File: config.mk
export PLATFORM = sky130hd
export DESIGN_NAME = windowed_reg_file
export DESIGN_NICKNAME = d
export VERILOG_FILES = /design/src/rtl/windowed_reg_file.sv
export SDC_FILE = /design/constraint.sdc
export NUM_CORES = 1
export LEC_CHECK = 0
export ABC_CLOCK_PERIOD_IN_PS = 3950
export BUFFER_PORTS_ARGS = -buffer_cell sky130_fd_sc_hd__buf_2
export CAP_MARGIN = 20
export CELL_PAD_IN_SITES_DETAIL_PLACEMENT = 0
export CELL_PAD_IN_SITES_GLOBAL_PLACEMENT = 2
export CORE_UTILIZATION = 38
export CTS_CLUSTER_DIAMETER = 200
export CTS_CLUSTER_SIZE = 24
export DETAILED_ROUTE_END_ITERATION = 10
export PLACE_DENSITY = 0.89
export SLEW_MARGIN = 20
export SYNTH_ARGS = -nofsm -noshare
export SYNTH_HDL_FRONTEND = slang
export SYNTH_SLANG_ARGS = --single-unit
File: constraint.sdc
create_clock -name clk -period 3.95 [get_ports clk]
set_clock_uncertainty 0.2 [all_clocks]
set_input_delay 0.1975 -clock clk [delete_from_list [all_inputs] [get_ports clk]]
set_output_delay 0.1975 -clock clk [all_outputs]
set_load 0.02 [all_outputs]
File: src/rtl/windowed_reg_file.sv
// Windowed register file: overlapping register windows over a circular physical bank, spilling/filling the oldest window through a stream.
// Latency: reads are combinational from the current window; writes land on the rising edge; a spill or fill takes STRIDE accepted beats.
// Backpressure: spill_valid holds with stable spill_data until spill_ready; a fill advances only on fill_valid while fill_ready is high.
//
// Ports:
//   clk, rst                    clock, asynchronous active-high reset
//   reg_write, Rw, write_data   register write through the current window
//   Ri, Rj, read_data1/2        two combinational read ports
//   win_call, win_ret           advance / retreat the window pointer
//   cwp, busy                   current window pointer, spill/fill in progress
//   spill_valid/ready/data      outbound stream of the oldest resident window
//   fill_valid/ready/data       inbound stream restoring a spilled window
//   call_fault, ret_fault       one-cycle pulses on save-stack overflow/underflow
module windowed_reg_file #(
    parameter int DATA_W   = 16,
    parameter int NUM_WIN  = 4,
    parameter int WIN_REGS = 4,
    parameter int OVERLAP  = 2,
    parameter int SAVE_W   = 8,
    localparam int RA_W    = (WIN_REGS > 1) ? $clog2(WIN_REGS) : 1,
    localparam int CWP_W   = $clog2(NUM_WIN)
) (
    input  logic              clk,
    input  logic              rst,
    input  logic              reg_write,
    input  logic [RA_W-1:0]   Rw,
    input  logic [DATA_W-1:0] write_data,
    input  logic [RA_W-1:0]   Ri,
    input  logic [RA_W-1:0]   Rj,
    output logic [DATA_W-1:0] read_data1,
    output logic [DATA_W-1:0] read_data2,
    input  logic              win_call,
    input  logic              win_ret,
    output logic [CWP_W-1:0]  cwp,
    output logic              busy,
    output logic              spill_valid,
    input  logic              spill_ready,
    output logic [DATA_W-1:0] spill_data,
    input  logic              fill_valid,
    output logic              fill_ready,
    input  logic [DATA_W-1:0] fill_data,
    output logic              call_fault,
    output logic              ret_fault
);

    localparam int STRIDE = WIN_REGS - OVERLAP;
    localparam int PHYS   = NUM_WIN * STRIDE;
    localparam int PIDX_W = (PHYS > 1) ? $clog2(PHYS) : 1;
    localparam int BEAT_W = (STRIDE > 1) ? $clog2(STRIDE) : 1;

    localparam logic [CWP_W-1:0]  CWP_ONE   = CWP_W'(1);
    localparam logic [CWP_W-1:0]  RES_MAX   = CWP_W'(NUM_WIN - 1);
    localparam logic [SAVE_W-1:0] SAVE_ONE  = SAVE_W'(1);
    localparam logic [BEAT_W-1:0] BEAT_ONE  = BEAT_W'(1);
    localparam logic [BEAT_W-1:0] BEAT_LAST = BEAT_W'(STRIDE - 1);

    typedef enum logic [1:0] {IDLE = 2'd0, SPILL = 2'd1, FILL = 2'd2} state_t;

    state_t            state, state_nxt;
    logic [DATA_W-1:0] phys [PHYS];
    logic [CWP_W-1:0]  res;      // resident windows, 1..NUM_WIN-1
    logic [SAVE_W-1:0] saved;    // windows currently spilled out
    logic [BEAT_W-1:0] beat;

    // Window slot r of window w lives at (w*STRIDE + r) mod PHYS.
    function automatic logic [PIDX_W-1:0] pidx(input int win, input int r);
        return PIDX_W'((win * STRIDE + r) % PHYS);
    endfunction

    logic [CWP_W-1:0]  owp;        // oldest resident window (spill source)
    logic [CWP_W-1:0]  fill_win;   // window being restored
    logic [BEAT_W-1:0] fill_k;     // fill walks the slots in reverse spill order
    logic              do_call, do_ret, last_beat, spill_go, fill_go;

    assign owp       = cwp - res + CWP_ONE;
    assign fill_win  = cwp - CWP_ONE;
    assign fill_k    = BEAT_LAST - beat;
    assign last_beat = (beat == BEAT_LAST);
    // Simultaneous call and return cancel out.
    assign do_call   = (state == IDLE) && win_call && !win_ret;
    assign do_ret    = (state == IDLE) && win_ret && !win_call;
    assign spill_go  = (state == SPILL) && spill_ready;
    assign fill_go   = (state == FILL) && fill_valid;

    assign read_data1 = phys[pidx(int'(cwp), int'(Ri))];
    assign read_data2 = phys[pidx(int'(cwp), int'(Rj))];
    assign spill_data = phys[pidx(int'(owp), int'(beat))];

    // State register
    always_ff @(posedge clk or posedge rst) begin
        if (rst) state <= IDLE;
        else     state <= state_nxt;
    end

    // Next-state logic
    always_comb begin
        state_nxt = state;
        case (state)
            IDLE: begin
                if (do_call && (res == RES_MAX) && (saved != '1))
                    state_nxt = SPILL;
                else if (do_ret && (res == CWP_ONE) && (saved != '0))
                    state_nxt = FILL;
            end
            SPILL:   if (spill_go && last_beat) state_nxt = IDLE;
            FILL:    if (fill_go && last_beat)  state_nxt = IDLE;
            default: state_nxt = IDLE;
        endcase
    end

    // Output logic
    always_comb begin
        busy        = 1'b0;
        spill_valid = 1'b0;
        fill_ready  = 1'b0;
        case (state)
            SPILL: begin busy = 1'b1; spill_valid = 1'b1; end
            FILL:  begin busy = 1'b1; fill_ready  = 1'b1; end
            default: ;
        endcase
    end

    // Register bank, window bookkeeping and fault pulses
    always_ff @(posedge clk or posedge rst) begin
        if (rst) begin
            for (int i = 0; i < PHYS; i++) phys[i] <= '0;
            cwp        <= '0;
            res        <= CWP_ONE;
            saved      <= '0;
            beat       <= '0;
            call_fault <= 1'b0;
            ret_fault  <= 1'b0;
        end else begin
            call_fault <= 1'b0;
            ret_fault  <= 1'b0;
            case (state)
                IDLE: begin
                    // Write uses the window in effect before any call/return this edge.
                    if (reg_write) phys[pidx(int'(cwp), int'(Rw))] <= write_data;
                    if (do_call) begin
                        if (res != RES_MAX) begin
                            cwp <= cwp + CWP_ONE;
                            res <= res + CWP_ONE;
                        end else if (saved == '1) begin
                            call_fault <= 1'b1;
                        end
                    end
                    if (do_ret) begin
                        if (res != CWP_ONE) begin
                            cwp <= cwp - CWP_ONE;
                            res <= res - CWP_ONE;
                        end else if (saved == '0) begin
                            ret_fault <= 1'b1;
                        end
                    end
                end
                SPILL: begin
                    if (spill_go) begin
                        if (last_beat) begin
                            beat  <= '0;
                            cwp   <= cwp + CWP_ONE;
                            saved <= saved + SAVE_ONE;
                        end else begin
                            beat <= beat + BEAT_ONE;
                        end
                    end
                end
                FILL: begin
                    if (fill_go) begin
                        phys[pidx(int'(fill_win), int'(fill_k))] <= fill_data;
                        if (last_beat) begin
                            beat  <= '0;
                            cwp   <= cwp - CWP_ONE;
                            saved <= saved - SAVE_ONE;
                        end else begin
                            beat <= beat + BEAT_ONE;
                        end
                    end
                end
                default: ;
            endcase
        end
    end

endmodule

==> results_dict.tcl, run 1 <==
set metrics [dict create \
    clock_sinks 145 \
    synth_area_sq_um 10490 \
    syn2layout_area_growth_pct 13.98 \
    place_area_sq_um 11220 \
    yosysSeqAreaShare_pct 34.61 \
    synth-async-reset-ratio_pct 100.0 \
    powerDensity_nw_per_um2 852.4 \
    grt_pass1_wl_mm 50.25 \
    cts_tree "built" \
    clk_latency_ns 0.42 \
    post-route-cell-area_sq_um 11950 \
    clockBufferDepth 2 \
    critPathRequiredTime_ns 3.55 \
    path_max_fanout 9 \
    antenna_cells 0 \
    critPathLaunchType "flop" \
    pin_count 100 \
    row_count 60 \
    vias 8172 \
    yosys.area_share.simple_pct 6.120 \
    use_met1_pct 30.70 \
    ant_nets 0 \
    grt_use_met2_pct 39.31 \
    numCtsBuffers 17 \
    grtUsageMet3_pct 4.866 \
    clk_pin_slew_ns 0.06 \
    crit_family "multiplexers" \
    yosys_register_bits 145 \
    place.detailed.hpwl_mm 20.90 \
    wire_per_inst_microns 26.22 \
    rr_endpoint "phys[49]$_DFFE_PP0P_" \
    initialDrtViolationCount 938 \
    rr_worst_depth 6 \
    r2r_start "state[0]$_DFFE_PP0P_" \
    synth-compound-area-share_pct 9.843 \
    avgSynthCellArea_sq_um 12.51 \
    dp.cells 1215 \
    synth_fa_ha_area_share_pct 2.028 \
    synth_top_area_share_pct 34.36 \
    slew_viol_final 0 \
    ys_warn_count 0 \
    vias_per_cell 6.522 \
    finalCriticalPeriod_ns 3.750 \
    fp.dieH_microns 168.1 \
    path_cells "inv_1 > ha_1 > xnor2_2 > xnor2_4 > buf_12 > buf_4 > mux4_1 > mux2_2 > buf_2" \
    fill_cells 2503 \
    worstHoldStart "win_ret" \
    ir_worst_vdd_mv 0.3923 \
    routed_wl_mm 32.86 \
    io_buffers 99 \
    crit_arrival_ns 3.35 \
    grt.overflow.total 0 \
    final_util_pct 44.23 \
    initial_core_util_pct 38.81 \
    cts-root-buf "clkbuf_16" \
    maxCapViolCount 0 \
    nets 962 \
    netlist_instances 838 \
    timing.setup.tns_ns 0 \
    drt_first_pass_iters 5 \
    synth_edf_count 0 \
    crit_type "flop to output pin" \
    instances_no_fill 1253 \
    synth-xor-area-share_pct 1.706 \
    track_usage_pct 23.59 \
    clock.fmax_ghz 0.2667 \
    tightest_slew_ns 0.9536 \
    design.core.area_sq_um 27030 \
    max_stage_delay_ns 0.57 \
    power_mw 10.19 \
    top_usage_layer "met2" \
    outcome "complete, no violations" \
    hold_path_depth 5 \
    syn_nets 900 \
    drive_gt1_share_pct 46.93 \
    setup_viol 0 \
    regToRegSetupSlack_ns 0.83 \
    ctsHtreeMaxLevel 4 \
    min_to "res[0]$_DFFE_PP1N_" \
    final.period_utilization_pct 94.94 \
    yosys-top-cells-area "dfrtp_1 34%, mux2_2 19%, mux4_2 15%" \
    first_global_vias 8288 \
    slew_headroom_pct 36.28 \
    die_w_microns 168.1 \
    end_kind "output pin" \
    synthMuxAreaShare_pct 41.42 \
    ff_latch_area_sq_um 3630 \
    synth_top_family_by_area "multiplexers" \
    routabilityCongestion 0.8434 \
    synth_area_leader_cell "dfrtp_1" \
    crit_path_top_delay_cell "mux4_1" \
    grt_max_degree 109 \
    synth-main-ff-cell "dfrtp_1" \
    synth.distinct_cells 56 \
    min_path_type "input pin to flop" \
    drc 0 \
    multi_input_area_sq_um 6466 \
    dieArea_sq_um 28270 \
    antenna_found_initial 0 \
    crit_buf_inv 4 \
    rsz0062_at_grt "false" \
    hold_viol 0 \
    total_leakage_power_nw 5.406 \
]
metal layers:
| layer | share of wire [%] | up-vias |
|---|---|---|
| li1 | - | 3450 |
| met1 | 42 | 4264 |
| met2 | 49 | 403 |
| met3 | 7.1 | 55 |
| met4 | 2.2 | 0 |
| met5 | 0 | - |
placed cells by master (no fill, tap or decap), types with 4 or more instances in the layout:
| cell | n |
|---|---|
| mux2i_1 | 5 |
| buf_4 | 26 |
| mux4_2 | 68 |
| clkbuf_16 | 17 |
| bufinv_16 | 5 |
| mux2_2 | 176 |
| inv_1 | 9 |
| nand2b_1 | 22 |
| nand2_1 | 27 |
| nor2_1 | 12 |
| o21ai_0 | 7 |
| mux4_1 | 28 |
| nand3_1 | 13 |
| nand2_2 | 14 |
| o22ai_1 | 128 |
| dfrtp_1 | 144 |
| nor2b_1 | 4 |
| a21oi_1 | 10 |
| ha_1 | 16 |
| buf_2 | 99 |
| mux2_1 | 4 |
| xnor2_1 | 6 |
| xor2_1 | 5 |
layout make-up:
class / count / share of cell area, %
Sequential cell: 145 / 30.36
Clock inverter: 12 / 1.727
Tap cell: 341 / 3.569
Timing Repair Buffer: 129 / 6.280
Multi-Input combinational cell: 597 / 54.09
Clock buffer: 19 / 3.622
Inverter: 10 / 0.3454
Yosys cell counts (all sizes together) (2+ instances only):
master / n
a21oi: 10
a31oi: 3
and2: 3
and4: 2
buf: 49
clkbuf: 38
dfrtp: 144
ha: 17
inv: 10
mux2: 180
mux2i: 5
mux4: 96
nand2: 41
nand2b: 22
nand3: 15
nor2: 12
nor2b: 4
nor3: 3
nor3b: 3
nor4: 3
o21ai: 9
o21bai: 2
o22ai: 128
or3: 2
xnor2: 9
xor2: 8
cells by family after synthesis:
kind of cell             count (synthesis)
AO/OA/AOI/OAI                          164
XOR/XNOR                                17
adder cells (fa/ha/maj)                 17
buffers and inverters                   97
flip-flops                             145
multiplexers                           281
AND/OR/NAND/NOR                        117
stage by stage:
| stage | hold slack (ns) | setup slack (ns) |
|---|---|---|
| 2_1_floorplan | 0.2058 | 1.125 |
| 5_1_grt | 0.06097 | 0.09467 |
| 3_3_place_gp | 0.2240 | 0.3229 |
| 3_5_place_dp | 0.2348 | 0.1723 |
| 6_report | 0.02215 | 0.1999 |
| 4_1_cts | 0.01633 | 0.1804 |
worst reg2reg max path, cell delays in order (launching register included):
cell and delay, ns:
dfrtp_1 0.39, inv_1 0.09, ha_1 0.41, nand2b_1 0.26, and2_0 0.62, nand2_2 0.56, mux2_1 0.47
worst max-delay path by stage:
stage	start	end	slack (ns)	cells past startpoint
CTS	res[0]$_DFFE_PP1N_	spill_data[7]	0.18	9
global placement	res[0]$_DFFE_PP1N_	spill_data[11]	0.32	8
floorplan	state[0]$_DFFE_PP0P_	saved[6]$_DFFE_PP0P_	1.13	12
global route	res[0]$_DFFE_PP1N_	spill_data[7]	0.09	9
detailed placement	res[0]$_DFFE_PP1N_	spill_data[9]	0.17	8
finish	res[0]$_DFFE_PP1N_	spill_data[7]	0.20	9
power breakdown:
part           switching, mW  internal [mW]
Clock                  0.670           1.12
Combinational           3.12           2.63
Sequential             0.656           2.00
Total                   4.44           5.74
what timing repair did:
action,4_1_cts,5_1_grt
buffers inserted,4,0
gates resized for setup,1,0
hold buffers,2,0
endpoints found under the setup margin,10,0
endpoints found under the hold margin,38,0
flip-flops by register name, summed over array words and instances (netlist names):
register    flops
saved           8
phys          128
ret_fault       1
beat            1
res             2
call_fault      1
cwp             2
state           2
No activity file was read; power rests on OpenSTA's default activity.
==> inputs of run 2 (changes only) <==
PLACE_DENSITY = unset   (was 0.89)
PLACE_DENSITY_LB_ADDON = 0.2   (was unset)
==> run 2 against run 1 <==
Count of clock-buffer cells in the layout is 1 lower. Worst hold slack gained 0.0042 ns. Final cell count increased by 0.32%. Via count grew 0.56%. Fmax rose by 8.7%. Combinational power about the same.
==> results_dict.tcl, run 2 (synthesis gave the netlist of run 1 again) <==
set metrics [dict create \
    outcome "complete, no violations" \
    grt_max_degree 146 \
    drt_first_pass_iters 5 \
    cts-root-buf "clkbuf_16" \
    largest_reg_flops 128 \
    critPathLaunchType "flop" \
    antenna_cells 0 \
    rsz0062_at_grt "false" \
    antenna_found_initial 0 \
    power_mw 10.04 \
    setup_viol 0 \
    rr_worst_depth 6 \
    grt_pass1_wl_mm 53.59 \
    instances_no_fill 1257 \
    dieArea_sq_um 28270 \
    fill_cells 2560 \
    row_count 60 \
    io_buffers 99 \
    place.detailed.hpwl_mm 22.44 \
    powerDensity_nw_per_um2 843.4 \
    clock.fmax_ghz 0.2899 \
    clock_power_share_pct 16.5 \
    clockBufferDepth 2 \
    clock_sinks 145 \
    critPathRequiredTime_ns 3.55 \
    ir_worst_vdd_mv 0.4014 \
    pin_count 100 \
    cts_tree "built" \
    clk_latency_ns 0.43 \
    power.switching_mw 4.513 \
    layout_commonest_cell "mux2_2" \
    slew_viol_final 0 \
    crit_type "flop to output pin" \
    ctsHtreeMaxLevel 4 \
    clk_pin_slew_ns 0.06 \
    track_usage_pct 25.61 \
    min_path_type "input pin to flop" \
    crit_arrival_ns 3.05 \
    initial_core_util_pct 38.81 \
    switching_share_pct 44.93 \
    finalCriticalPeriod_ns 3.449 \
    multi_input_area_sq_um 6439 \
    drive_gt1_share_pct 47.38 \
    largestRegisters "phys (128), saved (8)" \
    total_leakage_power_nw 5.390 \
    timing.setup.tns_ns 0 \
    design.core.area_sq_um 27030 \
    hold_path_depth 5 \
    vias_per_cell 6.538 \
    largest-register "phys" \
    dp.cells 1223 \
    intPower_mw 5.531 \
    initialDrtViolationCount 663 \
    wire_per_inst_microns 28.05 \
    path_max_fanout 32 \
    worst_slack_ns 0.5006 \
    tightest_slew_ns 0.9493 \
    fp.dieH_microns 168.1 \
    final_cell_mix "176 x mux2_2, 144 x dfrtp_1, 128 x o22ai_1, 99 x buf_2, 68 x mux4_2" \
    ff_latch_area_sq_um 3630 \
    grt.overflow.total 0 \
    die_w_microns 168.1 \
    place_ws_ns 0.7390 \
    p_comb_share_pct 57.3 \
    routed_wl_mm 35.25 \
    ant_nets 0 \
    first_global_vias 8551 \
    nets 965 \
    hold_viol 0 \
    vias 8218 \
    maxCapViolCount 0 \
    routabilityCongestion 0.8089 \
    drc 0 \
    numCtsBuffers 17 \
    slew_headroom_pct 36.56 \
    end_kind "output pin" \
    cts_setup_buffers 0 \
    syn2layout_area_growth_pct 13.55 \
    final.period_utilization_pct 87.33 \
    seq_power_share_pct 26.3 \
    final_util_pct 44.06 \
]
run 2: cell types whose count changed in the layout (fill, tap and decap cells not counted):
cell        before  now
buf_4           26   30
bufinv_16        5    2
clkbuf_1         2    0
clkbuf_8         0    1
clkinv_2         1    3
clkinv_4         3    1
clkinvlp_4       2    4
inv_6            2    4
inv_8            0    1
xnor2_4          2    1
run 2: repair_timing:
action,4_1_cts,5_1_grt
hold buffers,2,0
resized for setup,0,0
hold endpoints to repair,146,0
run 2: final timing paths:
path,startpoint,to,slack [ns]
setup / recovery,res[0]$_DFFE_PP1N_,spill_data[4],0.50
hold / removal,win_ret,res[0]$_DFFE_PP1N_,0.03
setup reg to reg,cwp[0]$_DFFE_PP0P_,phys[98]$_DFFE_PP0P_,0.68
hold reg to reg,saved[7]$_DFFE_PP0P_,saved[7]$_DFFE_PP0P_,0.32
max in group asynchronous,rst,phys[18]$_DFFE_PP0P_,2.53
min in group asynchronous,rst,phys[108]$_DFFE_PP0P_,0.34
run 2: layout make-up:
cell class / instances / share of cell area (%)
flip-flops and latches: 145 / 30.48
multi-input cells: 596 / 54.07
clock inverters: 14 / 1.282
well taps: 341 / 3.583
clock buffers: 18 / 3.688
repair buffers: 133 / 6.556
inverters: 10 / 0.3467
run 2: metrics by stage:
stage                     area (sq um)  hold WS [ns]
after global routing             11910       0.06901
after global placement           11300        0.2967
after detailed placement         11300        0.3134
after floorplan                  10490        0.2058
after CTS                        11910      0.003269
final                            11910       0.02640
run 2: power groups by stage:
stage,sequential (mW),clock [mW],combinational [mW]
final,2.64,1.65,5.75
after global routing,2.70,1.73,6.11
after CTS,2.62,1.67,5.76
after detailed placement,2.64,0,5.74
after global placement,2.59,0,5.63
after floorplan,2.33,0,4.23
run 2: routing by layer:
layer  vias up  GRT usage (%)  routed length, microns
met5         -              0                       0
met4         0          9.328                     855
met3        65          3.362                    1956
met2       384          44.13                   17750
met1      4315          33.05                   14690
li1       3454              -                       -
run 2: critical path, cell delays in order (launching register included):
cell,delay (ns)
dfstp_2,0.56
inv_1,0.08
ha_1,0.21
xnor2_2,0.25
xnor2_4,0.16
buf_12,0.28
mux4_1,0.59
mux2_2,0.31
buf_2,0.17
==> inputs of run 3 (changes only) <==
--- a/config.mk
+++ b/config.mk
@@ -13,2 +13,3 @@
 export CORE_UTILIZATION = 38
+export CTS_BUF_LIST = sky130_fd_sc_hd__clkbuf_16
 export CTS_CLUSTER_DIAMETER = 200
--- a/constraint.sdc
+++ b/constraint.sdc
@@ -4,2 +4,2 @@
 set_output_delay 0.1975 -clock clk [all_outputs]
-set_load 0.02 [all_outputs]
+set_load 0.01 [all_outputs]
==> run 3 against run 2 <==
Register-to-register slack improved by 0.14 ns. Fmax down 0.65%. Largest cell class unchanged. First-iteration DRC count rose by 16%. Largest power group unchanged.
==> results_dict.tcl, run 3 (synthesis gave the netlist of run 1 again) <==
set metrics [dict create \
    outcome "complete, no violations" \
    ant_nets 0 \
    drt_first_pass_iters 7 \
    dr.max_layer_used "met4" \
    wl_met3_mm 2.093 \
    nets 970 \
    row_count 60 \
    io_buffers 99 \
    path_max_fanout 16 \
    cts_tree "built" \
    largest-register "phys" \
    design.core.area_sq_um 27030 \
    largest_reg_flops 128 \
    first_global_vias 8649 \
    ctsHtreeMaxLevel 4 \
    initial_core_util_pct 38.81 \
    hold_viol 0 \
    drc 0 \
    min_path_type "input pin to flop" \
    grt.overflow.total 0 \
    vias_per_cell 6.487 \
    tightest_slew_ns 0.8958 \
    largestRegisters "phys (128), saved (8)" \
    maxCapViolCount 0 \
    post-route-cell-area_sq_um 12010 \
    final_util_pct 44.44 \
    antenna_found_initial 0 \
    finalCriticalPeriod_ns 3.472 \
    clk_latency_ns 0.43 \
    fp.dieH_microns 168.1 \
    die_w_microns 168.1 \
    clock.fmax_ghz 0.2880 \
    m1WireLength_mm 14.97 \
    slew_viol_final 0 \
    vias 8187 \
    crit_arrival_ns 3.07 \
    grt_max_degree 146 \
    initialDrtViolationCount 771 \
    syn2layout_area_growth_pct 14.53 \
    instances_no_fill 1262 \
    ir_worst_vdd_mv 0.3443 \
    total_leakage_power_nw 5.443 \
    wire_per_inst_microns 28.31 \
    final.period_utilization_pct 87.90 \
    timing.setup.tns_ns 0 \
    dp.cells 1225 \
    dieArea_sq_um 28270 \
    crit_type "flop to output pin" \
    clk_pin_slew_ns 0.06 \
    powerDensity_nw_per_um2 840.9 \
    end_kind "output pin" \
    cts-root-buf "clkbuf_16" \
    numCtsBuffers 17 \
    final_cell_mix "176 x mux2_2, 144 x dfrtp_1, 128 x o22ai_1, 99 x buf_2, 68 x mux4_2" \
    critPathLaunchType "flop" \
    drive_gt1_share_pct 47.67 \
    layout_commonest_cell "mux2_2" \
    place_area_sq_um 11310 \
    routabilityCongestion 0.8462 \
    routed_wl_mm 35.73 \
    grt_pass1_wl_mm 53.93 \
    track_usage_pct 25.86 \
    ctsResizeCount 0 \
    place.detailed.hpwl_mm 22.67 \
    critPathRequiredTime_ns 3.55 \
    rsz0062_at_grt "false" \
    setup_viol 0 \
    clock_sinks 145 \
    clockBufferDepth 2 \
    slew_headroom_pct 40.14 \
    wl_met2_mm 17.71 \
    antenna_cells 0 \
    pin_count 100 \
]
[run 3: critical path, stage by stage, from the launching register on]
cell	delay, ns
dfstp_2	0.56
inv_1	0.08
ha_1	0.21
xnor2_2	0.17
xnor2_4	0.35
buf_12	0.23
mux4_1	0.56
mux2_2	0.32
buf_2	0.15
[run 3: metrics by stage]
stage | total power, mW | hold WS (ns) | setup slack [ns]
after floorplan | 6.332 | 0.2058 | 1.219
after global routing | 10.58 | 0.04405 | 0.3876
final | 10.10 | 0.01734 | 0.4780
after CTS | 10.01 | 0.01003 | 0.05262
after detailed placement | 8.191 | 0.3005 | 0.5253
after global placement | 7.978 | 0.2858 | 0.6002
[run 3: timing repair]
action / in CTS / in global routing
endpoints found under the setup margin: 0 / 7
hold buffers: 2 / 0
buffers inserted: 0 / 3
hold endpoints to repair: 146 / 0
[run 3: layer usage]
layer / vias up / track usage, %
met3: 75 / 4.419
li1: 3471 / -
met2: 388 / 42.70
met5: - / 0
met1: 4253 / 33.34
met4: 0 / 11.78
[run 3: path summary, 6_finish.rpt]
| kind | cells past startpoint | slack [ns] | end | startpoint |
|---|---|---|---|---|
| worst max-delay path | 8 | 0.48 | spill_data[4] | res[0]$_DFFE_PP1N_ |
| worst min-delay path | 5 | 0.02 | res[0]$_DFFE_PP1N_ | win_ret |
| worst max register to register | 6 | 0.82 | phys[118]$_DFFE_PP0P_ | cwp[0]$_DFFE_PP0P_ |
| worst min register to register | 1 | 0.31 | saved[7]$_DFFE_PP0P_ | saved[7]$_DFFE_PP0P_ |
| max in group asynchronous | 4 | 2.59 | phys[54]$_DFFE_PP0P_ | rst |
| min in group asynchronous | 4 | 0.29 | phys[12]$_DFFE_PP0P_ | rst |
[run 3: power by group]
part           internal (mW)  leakage (nW)  switching, mW
Clock                   1.08         0.310          0.718
Combinational           2.66          3.17           3.03
Sequential              2.00          1.96          0.620
Total                   5.73          5.44           4.37
[run 3: area by class of cell]
| type | count | area [sq um] |
|---|---|---|
| multi-input combinational | 596 | 6439 |
| clock inverter | 15 | 219.0 |
| sequential | 145 | 3630 |
| fill | 2526 | 15010 |
| tap | 341 | 426.7 |
| clock buffer | 17 | 425.4 |
| inverter | 10 | 41.29 |
| timing repair buffer | 138 | 830.8 |
